===== src/rtl/fft_pkg.sv =====
// Shared FFT constants and helpers, used by the FFT top level, reorder stage
// and the spectrum consumers.
package fft_pkg;
  localparam int FFT_POINTS = 64;
  localparam int FFT_BEATS  = 32;
  localparam int NUM_BANDS  = 4;
  localparam int BAND_BINS  = 8;
  localparam int LOG_BEATS  = 5;

  typedef logic [LOG_BEATS-1:0] bin_t;

  // Bins are grouped in runs of BAND_BINS, so the band is the top bin bits.
  function automatic logic [1:0] band_of(input bin_t bin);
    return bin[LOG_BEATS-1 -: 2];
  endfunction
endpackage


===== src/rtl/fft_cpower.sv =====
// Two-stage complex power: registered squares, then registered sum.
// A valid bit and a bin tag travel alongside the data.
module fft_cpower
  import fft_pkg::*;
#(
  parameter int width = 11,
  parameter int pw    = 2*width
) (
  input  logic                    CLK,
  input  logic                    RST,
  input  logic                    ce,
  input  logic                    valid_i,
  input  bin_t                    tag_i,
  input  logic signed [width-1:0] xr,
  input  logic signed [width-1:0] xi,
  output logic                    valid_o,
  output bin_t                    tag_o,
  output logic [pw-1:0]           pow
);
  localparam int STAGES = 2;

  logic [STAGES:1]       vld_pipe;
  bin_t [STAGES:1]       tag_pipe;
  logic signed [pw-1:0]  xr_e, xi_e;
  logic [pw-1:0]         sq_r, sq_i;

  // Sign-extend first so the product is formed at full width.
  assign xr_e = pw'(xr);
  assign xi_e = pw'(xi);

  always_ff @(posedge CLK) begin
    if (RST) begin
      vld_pipe <= '0;
      tag_pipe <= '0;
      sq_r     <= '0;
      sq_i     <= '0;
      pow      <= '0;
    end else if (ce) begin
      vld_pipe <= {vld_pipe[STAGES-1:1], valid_i};
      tag_pipe <= {tag_pipe[STAGES-1:1], tag_i};
      sq_r     <= xr_e * xr_e;
      sq_i     <= xi_e * xi_e;
      pow      <= sq_r + sq_i;
    end
  end

  assign valid_o = vld_pipe[STAGES];
  assign tag_o   = tag_pipe[STAGES];
endmodule


===== src/rtl/fft64_spectrum_peak.sv =====
// Per-frame spectrum summary of the 64-point FFT: strongest non-DC bin among
// bins 1..31 plus four 8-bin band energies, reported once per frame.
module fft64_spectrum_peak
  import fft_pkg::*;
#(
  parameter int width = 11,
  parameter int pw    = 2*width,
  parameter int bw    = 2*width+3
) (
  input  logic                    CLK,
  input  logic                    RST,
  input  logic                    ce,
  input  logic                    valid_i,
  input  logic signed [width-1:0] xr,
  input  logic signed [width-1:0] xi,
  input  logic signed [width-1:0] yr,
  input  logic signed [width-1:0] yi,
  output logic                    valid_o,
  output logic [4:0]              peak_bin,
  output logic [pw-1:0]           peak_pow,
  output logic [4*bw-1:0]         band_e
);
  bin_t                         beat_cnt;
  logic                         p_vld;
  bin_t                         p_tag;
  logic [pw-1:0]                p_pow;
  bin_t                         pk_bin_q, pk_bin_d;
  logic [pw-1:0]                pk_pow_q, pk_pow_d;
  logic [NUM_BANDS-1:0][bw-1:0] acc_q, acc_d, band_q;
  logic                         frame_end;
  logic                         unused_y;

  // Upper half of the spectrum mirrors the lower half for real input.
  assign unused_y = ^{yr, yi};

  always_ff @(posedge CLK) begin
    if (RST)                beat_cnt <= '0;
    else if (ce && valid_i) beat_cnt <= beat_cnt + 1'b1;
  end

  fft_cpower #(.width(width), .pw(pw)) u_cpower (
    .CLK     (CLK),
    .RST     (RST),
    .ce      (ce),
    .valid_i (valid_i),
    .tag_i   (beat_cnt),
    .xr      (xr),
    .xi      (xi),
    .valid_o (p_vld),
    .tag_o   (p_tag),
    .pow     (p_pow)
  );

  // Bin 1 seeds the tracker; strict compare keeps the lowest bin on ties.
  always_comb begin
    pk_bin_d = pk_bin_q;
    pk_pow_d = pk_pow_q;
    acc_d    = acc_q;
    acc_d[band_of(p_tag)] = acc_q[band_of(p_tag)] + bw'(p_pow);
    if (p_tag == bin_t'(1) || (p_tag != '0 && p_pow > pk_pow_q)) begin
      pk_bin_d = p_tag;
      pk_pow_d = p_pow;
    end
  end

  assign frame_end = p_vld && (p_tag == bin_t'(FFT_BEATS-1));

  always_ff @(posedge CLK) begin
    if (RST) begin
      valid_o  <= 1'b0;
      peak_bin <= '0;
      peak_pow <= '0;
      band_q   <= '0;
      acc_q    <= '0;
      pk_bin_q <= '0;
      pk_pow_q <= '0;
    end else if (ce) begin
      valid_o <= frame_end;
      if (frame_end) begin
        peak_bin <= pk_bin_d;
        peak_pow <= pk_pow_d;
        band_q   <= acc_d;
        acc_q    <= '0;
        pk_bin_q <= '0;
        pk_pow_q <= '0;
      end else if (p_vld) begin
        acc_q    <= acc_d;
        pk_bin_q <= pk_bin_d;
        pk_pow_q <= pk_pow_d;
      end
    end
  end

  assign band_e = band_q;
endmodule


===== config.mk =====
export PLATFORM = sky130hd
export DESIGN_NAME = fft64_spectrum_peak
export DESIGN_NICKNAME = d
export VERILOG_FILES = /design/src/rtl/fft_pkg.sv /design/src/rtl/fft_cpower.sv /design/src/rtl/fft64_spectrum_peak.sv
export SDC_FILE = /design/constraint.sdc
export NUM_CORES = 1
export LEC_CHECK = 0
export CAP_MARGIN = 20
export CORE_MARGIN = 1
export CORE_UTILIZATION = 45
export CTS_BUF_LIST = sky130_fd_sc_hd__clkbuf_8
export CTS_CLUSTER_DIAMETER = 40
export DETAILED_ROUTE_END_ITERATION = 6
export SLEW_MARGIN = 10
export SYNTH_ARGS = -nofsm -noshare
export SYNTH_HDL_FRONTEND = slang
export SYNTH_SLANG_ARGS = --single-unit

===== constraint.sdc =====
create_clock -name CLK -period 18.86 [get_ports CLK]
set_input_delay 1.886 -clock CLK [delete_from_list [all_inputs] [get_ports CLK]]
set_output_delay 1.886 -clock CLK [all_outputs]
set_load 0.1 [all_outputs]

==> impl_results.md, run 1 <==
- Status: finished, violations left
- Violated checks: DRC
- Clock tree from TritonCTS: built
- Peak fanout along the critical path: 17
- Root Buffer Master: sky130_fd_sc_hd__clkbuf_8
- Vias in the first global route: 18,843
- Post-CTS setup buffer count: 0
- Most frequent cell after synthesis: sky130_fd_sc_hd__dfxtp_1
- Routed WL per cell: ~18 µm
- Starting density of the core: 45.5%
- Drc violations: 2
- Count of cells resized by post-cts repair: 0
- Slew HR: 19.7%
- Largest net degree at the start of global routing: 113
- Detail Route Antenna Nets: 0
- Overall die width: 230 µm
- Clock share of power: 21.9%
- Share of synthesized area occupied by flip-flops and latches: 28.9%
- Cell area after layout: 0.0266 mm²
- Maximum clock path buffer count: 3
- Insertion delay to the later sink of the worst-skew pair: roughly 0.66 ns
- Dominant cell type by area after synthesis: sky130_fd_sc_hd__dfxtp_1
- Total detailed-routing wirelength: approximately 60 mm
- Syn_nets: 3,011
- Total number of clock tree sinks: 336
- Count of flip-flops with a built-in enable after synthesis: 0
- Post-synth cell types: 76
- Synthesis warning total: 0
- Top cell types by occurrence after synthesis: sky130_fd_sc_hd__dfxtp_1, sky130_fd_sc_hd__inv_1, sky130_fd_sc_hd__nand2_1
- Sequential cell fraction of total power: 24.0%
- Worst setup path category: input port to flop
- Most frequently used flop master after synthesis: sky130_fd_sc_hd__dfxtp_1
- Input/output buffers: 153
- CTS H-Tree Depth: 2
- Area contributors post-synth: sky130_fd_sc_hd__dfxtp_1, sky130_fd_sc_hd__fa_1, sky130_fd_sc_hd__ha_1
- Pwr per Cell Area: 124 mW/mm²
- CORE AREA: 0.0512 mm²
- Count of final max-slew check failures: 0
- Global router's overall resource usage: 23.1%
- Setup WS pre-CTS: 10.74 ns
- Final HPWL DP: around 45 mm
- Required time at the endpoint of the critical path: about 19 ns
- Setup Skew: 0.0351 ns
- Final hold violation count: 0
- Total Power Consumption: 3.31 mW
- Core utilization of the finished layout: 52.0%
- Clock transition at path regs: about 0.06 ns
- Crit path arrival time: just over 8 ns
- Mean instance size in the synthesized netlist: 8.96 µm²
- Leakage: 11.3 nW
- Area delta synth->final: 14.4%
- Achievable Freq: 133 MHz
- Number of antenna violations at the first check in global routing: 1
- Slew at the pin closest to its max-slew limit: 1.20 ns
- Maximum vdd drop: 0.000114 V
- Nets: 3,111
- Post-synth design cell area: between 0.02 and 0.025 mm²
- # hold bufs at CTS: 0
- WHS: approximately 0.45 ns
- Internal power contribution: slightly below 2 mW
- Sw Ratio: roughly two fifths
- CP Launch Type: input port
- Pre-antenna DRT Iters: 7
- Wire length of the first global-routing pass: about 98 mm
- Smallest setup slack after layout: 11.36 ns
- Number of register bits inferred by synthesis: 336
- Filler cell count in the final layout: 4,808
- Via-per-instance ratio: approximately 5.5
- Share of cells above drive strength 1: under 10%
- Number of clock buffers inserted by TritonCTS: 58
- Floorplan die area: around 0.053 mm²
- I/O pins: roughly 180
- Placed cell count: 3,320
- Die boundary height: ~230 µm
- Total via count after detailed routing: 18,710
- DP Area: between 0.02 and 0.03 mm²
- Final setup violating endpoints: 0
- Setup repair after global routing missed its margin: no
- Area fraction of the dominant cell type after synthesis: about 29%
- Worst reg2reg setup slack: around 14 ns
- Endpoint class of the critical path: flop
- Post-route clock period utilization: 39.8%
- Starting DRC count in detailed routing: around 1,200
- Final standard cell count with taps included and fillers excluded: between 3,000 and 4,000
- Comb pwr share: 54.0%
- Share of async-settable or async-resettable flops after synthesis: 0%
- Net load switching power: 1.34 mW
- Final period demand of the worst path: 7.50 ns
- Max capacitance violation total: 0
- Number of core rows: a little over 80
- Placer Congestion: 0.840
- Final total negative setup slack: 0 ns
- Worst min-delay path class: flop to flop
- Number of standard cells after synthesis: 2,601
- Total congestion overflow after global routing: 0
==> routing by layer <==
metal  track usage (%)  share of wire [%]  vias up
li1                  -                  -     8944
met1              28.7                 42     9224
met2              41.2                 51      434
met3              2.98                4.3      108
met4              7.06                2.6        0
met5                 0                  0        -
==> flip-flops by register name, indices dropped and copies added, names as in the netlist <==
name,count
pk_pow_q,22
u_cpower.tag_o,5
acc_q,100
u_cpower.vld_pipe,2
beat_cnt,5
peak_pow,22
valid_o,1
u_cpower.sq_i,21
peak_bin,5
band_e,100
u_cpower.tag_pipe,5
u_cpower.sq_r,21
u_cpower.pow,22
pk_bin_q,5
==> cells by family after synthesis <==
group / Yosys count / share of synthesized area [%]
AOI/OAI and AO/OA: 499 / 14.6
xor gates and xnor gates: 86 / 3.23
adders and majority gates: 362 / 26.1
buffers and inverters: 451 / 7.48
DFF: 336 / 28.9
muxes: 92 / 5.26
and+or+nand+nor: 775 / 14.5
==> final timing paths <==
path / startpoint / to / cells past startpoint
worst max register to register: u_cpower.tag_o[3] / band_e[98] / 11
worst max-delay path: xi[10] / u_cpower.sq_i[21] / 19
worst min-delay path: band_e[43] / band_e[43] / 2
worst min register to register: band_e[43] / band_e[43] / 2
==> worst max-delay path, cell delays in order <==
cell                              delay (ns)
sky130_fd_sc_hd__clkdlybuf4s50_1        0.86
sky130_fd_sc_hd__nand2_1                0.29
sky130_fd_sc_hd__fa_1                   0.59
sky130_fd_sc_hd__inv_1                  0.05
sky130_fd_sc_hd__fa_1                   0.48
sky130_fd_sc_hd__fa_1                   0.52
sky130_fd_sc_hd__fa_1                   0.49
sky130_fd_sc_hd__inv_1                  0.05
sky130_fd_sc_hd__fa_1                   0.47
sky130_fd_sc_hd__inv_1                  0.04
sky130_fd_sc_hd__ha_1                   0.31
sky130_fd_sc_hd__and2_1                 0.19
sky130_fd_sc_hd__a221oi_1               0.41
sky130_fd_sc_hd__o31ai_1                0.23
sky130_fd_sc_hd__a221o_1                0.36
sky130_fd_sc_hd__nand2_1                0.12
sky130_fd_sc_hd__a21oi_1                0.09
sky130_fd_sc_hd__or4_1                  0.40
sky130_fd_sc_hd__a31oi_1                0.20
==> power by group through the flow <==
stage / clock network (mW) / logic [mW] / registers [mW]
2_1_floorplan: 0 / 1.45 / 0.787
3_3_place_gp: 0 / 1.76 / 0.811
3_5_place_dp: 0 / 1.80 / 0.812
4_1_cts: 0.739 / 1.82 / 0.797
5_1_grt: 0.774 / 2.05 / 0.800
6_report: 0.726 / 1.79 / 0.796
==> cells in the final DEF, fill, tap and decap left out, drive strengths merged, types with 7 or more instances in the layout <==
cell,count
a21oi,148
mux4,24
fa,206
inv,329
clkdlybuf4s50,151
nand3,48
nor4b,9
and2,43
o211ai,8
nor2,274
xnor2,64
a22oi,65
nor2b,17
a211oi,55
a22o,29
a31oi,11
nor3,31
xor2,22
dfxtp,336
a311oi,22
nand4,12
a221o,8
a21o,32
clkbuf,75
o21a,15
and3,13
or2,7
ha,156
buf,28
o21ai,55
nand2b,10
mux2i,67
nand2,295
o21bai,7
==> cell type report <==
class                   instances  area (µm²)  share of cell area [%]
clock buffers                  74        1020                    3.82
repair buffers                180        1760                    6.62
diodes                          1        2.50                 0.00939
well taps                     680         851                    3.19
clock inverters                28         265                   0.995
multi-input cells            1814       14900                    55.7
inverters                     311        1170                    4.38
flip-flops and latches        336        6730                    25.2
(Power assumes the default switching activity.)
==> run 2: changes to the inputs <==
==> constraint.sdc (replaced) <==
create_clock -name CLK -period 7.2 [get_ports CLK]
set_input_delay 0.72 -clock CLK [delete_from_list [all_inputs] [get_ports CLK]]
set_output_delay 0.72 -clock CLK [all_outputs]
set_load 0.1 [all_outputs]
==> run 2 against run 1 <==
  * The run still ends with DRC left
  * Critical endpoint unchanged
  * Flip-flop and latch count unchanged
  * Non-clock buffer count is 12 higher
  * Power rose to 2.6 times the previous value
  * Final cell count up 0.38%
  * Global-route usage up 0.13 points
  * Register-to-register slack lost 12 ns
==> impl_results.md, run 2 (synthesis results as in run 1) <==
- Crit path arrival time: 6.66 ns (was 8.05 ns)
- Insertion delay to the later sink of the worst-skew pair: 0.65 ns (was 0.66 ns)
- Number of clock buffers inserted by TritonCTS: 58 (unchanged)
- Sequential cell area: 0.00673 mm² (unchanged)
- Achievable Freq: about 160 MHz
- Share of cells above drive strength 1: 6.46% (was 6.16%)
- Most common cell after layout, fill and taps aside: sky130_fd_sc_hd__dfxtp_1 (unchanged)
- Root Buffer Master: sky130_fd_sc_hd__clkbuf_8 (unchanged)
- CP Launch Type: input port (unchanged)
- Count of cells resized by post-cts repair: 0 (unchanged)
- Crit path top cell by count: sky130_fd_sc_hd__fa_1 (unchanged)
- Starting DRC count in detailed routing: 1,126 (was 1,152)
- Slew HR: 19.0% (was 19.7%)
- Slew at the pin closest to its max-slew limit: 1.21 ns (was 1.20 ns)
- Starting density of the core: 45.5% (unchanged)
- Number of antenna violations at the first check in global routing: 0 (was 1)
- Startpoint of the worst register-to-register path: u_cpower.tag_o[4] (was u_cpower.tag_o[3])
- WHS: 0.451 ns (was 0.449 ns)
- Maximum vdd drop: 0.000291 V (was 0.000114 V)
- Termination of the worst setup path: u_cpower.sq_i[21] (unchanged)
- Pwr per Cell Area: 320 mW/mm² (was 124 mW/mm²)
- Leakage: 11.3 nW (about the same)
- Final total negative setup slack: 0 ns (unchanged)
- Critical path launch point: xi[7] (was xi[10])
- Area delta synth->final: 14.2% (was 14.4%)
- Setup Skew: 0.0313 ns (was 0.0351 ns)
- Global router's overall resource usage: 23.2% (was 23.1%)
- Filler cell count in the final layout: 4,798 (was 4,808)
- Floorplan die area: 0.0527 mm² (unchanged)
- Total Power Consumption: 8.51 mW (was 3.31 mW)
- Vias in the first global route: 18,921 (was 18,843)
- Clock transition at path regs: 0.06 ns (about the same)
- Critical register-to-register path endpoint: acc_q[23] (was band_e[98])
- Count of final max-slew check failures: 0 (unchanged)
- Slowest cell on the critical path: sky130_fd_sc_hd__clkdlybuf4s50_1 (unchanged)
- Status: finished, violations left (unchanged)
- Max capacitance violation total: 0 (unchanged)
- Worst r2r path cells: 10 (was 11)
- CORE AREA: 0.0512 mm² (unchanged)
- Core utilization of the finished layout: 52.0% (about the same)
- Total number of clock tree sinks: 336 (unchanged)
- Final setup violating endpoints: 0 (unchanged)
- Final HPWL DP: 45.5 mm (about the same)
- CTS H-Tree Depth: 2 (unchanged)
- Total congestion overflow after global routing: 0 (unchanged)
- Peak fanout along the critical path: 10 (was 17)
- Number of core rows: 83 (unchanged)
- Clock tree from TritonCTS: built (unchanged)
- Routed WL per cell: 17.5 µm (was 17.7 µm)
- Nets: 3,123 (was 3,111)
- # hold bufs at CTS: 0 (unchanged)
- Maximum clock path buffer count: 3 (unchanged)
- Detail Route Antenna Nets: 0 (unchanged)
- I/O pins: 176 (unchanged)
- ANT cells: 0 (was 1)
- Worst setup path category: input port to flop (unchanged)
- Final standard cell count with taps included and fillers excluded: 3,437 (was 3,424)
- Total via count after detailed routing: 18,652 (was 18,710)
- Via-per-instance ratio: 5.43 (was 5.46)
- Drc violations: 2 (unchanged)
- Endpoint class of the critical path: flop (unchanged)
- Delay of the slowest cell on the worst path: 0.74 ns (was 0.86 ns)
- Wire length of the first global-routing pass: 98.7 mm (was 97.6 mm)
- Total detailed-routing wirelength: 60.1 mm (was 60.5 mm)
- Die boundary height: 230 µm (unchanged)
- Post-route clock period utilization: a little over four fifths
- Placer Congestion: 0.859 (was 0.840)
- Post-CTS setup buffer count: 0 (unchanged)
- Final hold violation count: 0 (unchanged)
- Input/output buffers: 153 (unchanged)
- Footprint of the multi-input gates: 0.0149 mm² (unchanged)
- Setup repair after global routing missed its margin: no (unchanged)
- Violated checks: DRC (unchanged)
- Worst min-delay path class: flop to flop (unchanged)
- Placed cell count: 3,333 (was 3,320)
- Worst reg2reg setup slack: 2.10 ns (was 13.89 ns)
- Required time at the endpoint of the critical path: 7.74 ns (was 19.40 ns)
- Largest net degree at the start of global routing: 126 (was 113)
- Most frequent cells in the layout: sky130_fd_sc_hd__dfxtp_1, sky130_fd_sc_hd__inv_1, sky130_fd_sc_hd__nand2_1 (unchanged)
- Final period demand of the worst path: between 6 and 7 ns
- Cell chain of the critical path: clkdlybuf4s50_1 -> inv_1 -> nor2_1 -> ha_1 -> xnor2_1 -> fa_1 -> fa_1 -> fa_1 -> inv_1 -> fa_1 -> inv_1 -> ha_1 -> and2_1 -> a221oi_1 -> o31ai_1 -> a221o_1 -> nand2_1 -> a21oi_1 -> or4_1 -> a31oi_1 (was clkdlybuf4s50_1 -> nand2_1 -> fa_1 -> inv_1 -> fa_1 -> fa_1 -> fa_1 -> inv_1 -> fa_1 -> inv_1 -> ha_1 -> and2_1 -> a221oi_1 -> o31ai_1 -> a221o_1 -> nand2_1 -> a21oi_1 -> or4_1 -> a31oi_1)
- Pre-antenna DRT Iters: 7 (unchanged)
- Overall die width: 230 µm (unchanged)
[run 2: worst min path at each step]
stage,start,endpoint,cells past startpoint
6_report,band_e[43],band_e[43],2
5_1_grt,acc_q[77],acc_q[77],2
4_1_cts,acc_q[77],acc_q[77],2
3_5_place_dp,acc_q[77],acc_q[77],2
3_3_place_gp,acc_q[93],acc_q[93],2
2_1_floorplan,acc_q[88],acc_q[88],2
[run 2: final cells by class]
type                            instances  share of cell area (%)
Multi-Input combinational cell       1814                    55.8
Sequential cell                       336                    25.3
Timing Repair Buffer                  192                    6.89
Inverter                              311                    4.39
Clock buffer                           68                    3.52
Tap cell                              680                    3.20
Clock inverter                         36                   0.898
[run 2: power by group]
group          total, mW  switching, mW  internal [mW]  leakage, nW
combinational       4.70           2.60           2.09         7.91
sequential          2.09          0.116           1.97         2.72
clock               1.73          0.798          0.934        0.678
[run 2: through the flow]
stage	area [µm²]	worst slack, ns
after floorplan	23300	1.12
after CTS	26600	1.14
after detailed placement	25400	0.455
after global routing	26600	0.764
after global placement	25400	0.550
final	26600	1.08
[run 2: layer usage]
layer,vias up,wire [µm],GRT usage (%)
li1,8956,-,-
met1,9155,25600,29.3
met2,450,30400,41.2
met3,91,2790,2.73
met4,0,1350,6.81
met5,-,0,0
[run 2: worst max-delay path, delay by kind of cell]
family          cells  cell delay (ns)
compound gates      5             1.24
fa+ha+maj           6             2.58
simple gates        4             0.94
buf+inv             4             1.01
xor+xnor            1             0.15
==> run 3: changes to the inputs <==
--- a/config.mk
+++ b/config.mk
@@ -11,6 +11,7 @@
 export CTS_BUF_LIST = sky130_fd_sc_hd__clkbuf_8
 export CTS_CLUSTER_DIAMETER = 40
 export DETAILED_ROUTE_END_ITERATION = 6
+export PLACE_DENSITY = 0.66
 export SLEW_MARGIN = 10
 export SYNTH_ARGS = -nofsm -noshare
 export SYNTH_HDL_FRONTEND = slang
==> constraint.sdc (replaced) <==
create_clock -name CLK -period 5.5 [get_ports CLK]
set_input_delay 0.55 -clock CLK [delete_from_list [all_inputs] [get_ports CLK]]
set_output_delay 0.55 -clock CLK [all_outputs]
set_load 0.1 [all_outputs]
==> run 3 against run 2 <==
  * The run still ends with DRC left
  * Wire length grew 2.2%
  * Sequential power increased by 31%
  * Non-clock buffer count rose by 178
  * Worst setup slack got worse by 0.87 ns
  * Critical endpoint unchanged
  * Largest cell class unchanged
==> impl_results.md, run 3 (synthesis results as in run 1) <==
- Max capacitance violation total: 0 (unchanged)
- CORE AREA: 0.0512 mm² (unchanged)
- Total Power Consumption: 12.4 mW (was 8.51 mW)
- Core utilization of the finished layout: 54.7% (was 52.0%)
- Met1 track demand over resource: 29.9% (was 29.3%)
- Worst min-delay path class: flop to flop (unchanged)
- Sequential cell fraction of total power: 22.1% (was 24.5%)
- CTS H-Tree Depth: 2 (unchanged)
- Setup Skew: 0.0395 ns (was 0.0313 ns)
- GR Layer Usage met3: 2.71% (was 2.73%)
- Die boundary height: 230 µm (unchanged)
- Root Buffer Master: sky130_fd_sc_hd__clkbuf_8 (unchanged)
- Required time at the endpoint of the critical path: 6.05 ns (was 7.74 ns)
- I/O pins: 176 (unchanged)
- Pwr per Cell Area: 444 mW/mm² (was 320 mW/mm²)
- Maximum clock path buffer count: 3 (unchanged)
- Comb pwr share: 60.4% (was 55.2%)
- Starting density of the core: 45.5% (unchanged)
- Footprint of the multi-input gates: 0.0149 mm² (about the same)
- Detail Route Antenna Nets: 0 (unchanged)
- Total via count after detailed routing: 19,533 (was 18,652)
- Largest net degree at the start of global routing: 181 (was 126)
- Floorplan die area: 0.0527 mm² (unchanged)
- Delay of the slowest cell on the worst path: 0.59 ns (was 0.74 ns)
- Most common cell after layout, fill and taps aside: sky130_fd_sc_hd__dfxtp_1 (unchanged)
- Final standard cell count with taps included and fillers excluded: 3,611 (was 3,437)
- Clock transition at path regs: 0.06 ns (about the same)
- Overall die width: 230 µm (unchanged)
- Filler cell count in the final layout: 4,675 (was 4,798)
- Most frequent cells in the layout: sky130_fd_sc_hd__dfxtp_1, sky130_fd_sc_hd__inv_1, sky130_fd_sc_hd__nand2_1 (unchanged)
- WHS: 0.450 ns (was 0.451 ns)
- Total congestion overflow after global routing: 0 (unchanged)
- Peak fanout along the critical path: 3 (was 10)
- Routed WL per cell: 17.0 µm (was 17.5 µm)
- Wire length of the first global-routing pass: 101 mm (was 98.7 mm)
- Starting DRC count in detailed routing: 1,319 (was 1,126)
- Insertion delay to the later sink of the worst-skew pair: 0.66 ns (was 0.65 ns)
- CP Launch Type: input port (unchanged)
- Drc violations: 2 (unchanged)
- Placed cell count: 3,505 (was 3,333)
- Final HPWL DP: 47.1 mm (was 45.5 mm)
- Worst setup path category: input port to flop (unchanged)
- Clock share of power: 17.5% (was 20.3%)
- Endpoint class of the critical path: flop (unchanged)
- Setup repair after global routing missed its margin: no (unchanged)
- Net load switching power: 4.92 mW (was 3.52 mW)
- Total number of clock tree sinks: 336 (unchanged)
- Final total negative setup slack: 0 ns (unchanged)
- Nets: 3,299 (was 3,123)
- Final hold violation count: 0 (unchanged)
- Status: finished, violations left (unchanged)
- Area delta synth->final: 20.1% (was 14.2%)
- Number of antenna violations at the first check in global routing: 1 (was 0)
- Most used routing layer in global routing: met2 (unchanged)
- Crit path arrival time: 5.83 ns (was 6.66 ns)
- Input/output buffers: 153 (unchanged)
- Number of core rows: 83 (unchanged)
- Pre-antenna DRT Iters: 7 (unchanged)
- Achievable Freq: about 190 MHz
- Final period demand of the worst path: 5.29 ns
- Final setup violating endpoints: 0 (unchanged)
- Violated checks: DRC (unchanged)
- Vias in the first global route: 19,880 (was 18,921)
- Slew HR: 20.9% (was 19.0%)
- Met2 track demand over resource in global routing: 41.0% (was 41.2%)
- # hold bufs at CTS: 0 (unchanged)
- Placer Congestion: 0.891 (was 0.859)
- Maximum vdd drop: 0.000477 V (was 0.000291 V)
- Share of cells above drive strength 1: 12.8% (was 6.46%)
- Count of final max-slew check failures: 0 (unchanged)
- Cell chain of the critical path: clkdlybuf4s50_1 -> nand2_2 -> fa_2 -> inv_1 -> ha_1 -> a21o_1 -> fa_1 -> inv_1 -> fa_1 -> fa_1 -> inv_1 -> ha_1 -> and2_1 -> a221oi_2 -> o31ai_2 -> a221o_1 -> nand2_2 -> a21oi_1 -> or4_1 -> a31oi_1 (was clkdlybuf4s50_1 -> inv_1 -> nor2_1 -> ha_1 -> xnor2_1 -> fa_1 -> fa_1 -> fa_1 -> inv_1 -> fa_1 -> inv_1 -> ha_1 -> and2_1 -> a221oi_1 -> o31ai_1 -> a221o_1 -> nand2_1 -> a21oi_1 -> or4_1 -> a31oi_1)
- Slowest cell on the critical path: sky130_fd_sc_hd__fa_2 (was sky130_fd_sc_hd__clkdlybuf4s50_1)
- Sw Ratio: 39.6% (was 41.3%)
- Clock tree from TritonCTS: built (unchanged)
- Global router's overall resource usage: 23.6% (was 23.2%)
- Leakage: 12.2 nW (was 11.3 nW)
- Slew at the pin closest to its max-slew limit: 1.18 ns (was 1.21 ns)
- Total detailed-routing wirelength: 61.4 mm (was 60.1 mm)
- Sequential cell area: 0.00673 mm² (unchanged)
- Via-per-instance ratio: 5.41 (was 5.43)
- Number of clock buffers inserted by TritonCTS: 56 (was 58)
- Post-route clock period utilization: a little over nine tenths
- Internal power contribution: 7.50 mW (was 5.00 mW)
-- run 3: worst max-delay path, delay by kind of cell --
family	cells	cell delay [ns]
compound gates	6	1.24
fa+ha+maj	6	2.59
buf+inv	4	0.66
simple gates	4	0.80
-- run 3: worst paths after layout --
check | startpoint | endpoint | slack (ns) | cells after the start
max reg2reg | u_cpower.tag_o[4] | acc_q[23] | 0.81 | 10
min reg2reg | acc_q[93] | acc_q[93] | 0.45 | 2
max | xi[6] | u_cpower.sq_i[21] | 0.21 | 20
min | acc_q[93] | acc_q[93] | 0.45 | 2
-- run 3: area by class of cell --
class | count | area share, %
diodes | 1 | 0.00894
clock buffers | 68 | 3.34
clock inverters | 31 | 0.603
inverters | 311 | 4.17
multi-input cells | 1814 | 53.2
flip-flops and latches | 336 | 24.0
well taps | 680 | 3.04
repair buffers | 370 | 11.6
-- run 3: per-layer routing --
layer	up-vias	part of all wire (%)
li1	9293	-
met1	9554	42
met2	566	49
met3	120	5.2
met4	0	3.5
met5	-	0
-- run 3: timing repair --
item / 4_1_cts / 5_1_grt
setup buffers: 0 / 4
resized for setup: 0 / 24
endpoints found under the setup margin: 0 / 8
-- run 3: power by group through the flow --
stage / registers, mW / clock network [mW] / logic [mW]
2_1_floorplan: 2.70 / 0 / 4.99
3_3_place_gp: 2.79 / 0 / 7.28
3_5_place_dp: 2.79 / 0 / 7.47
4_1_cts: 2.74 / 2.22 / 7.52
5_1_grt: 2.75 / 2.32 / 8.57
6_report: 2.74 / 2.17 / 7.51
-- run 3: metrics by stage --
stage               area [µm²]  setup slack (ns)
finish                   28000             0.215
global route             28000           0.00285
CTS                      27900            0.0847
detailed placement       26700            -0.583
global placement         26700            -0.459
floorplan                23300           -0.0351
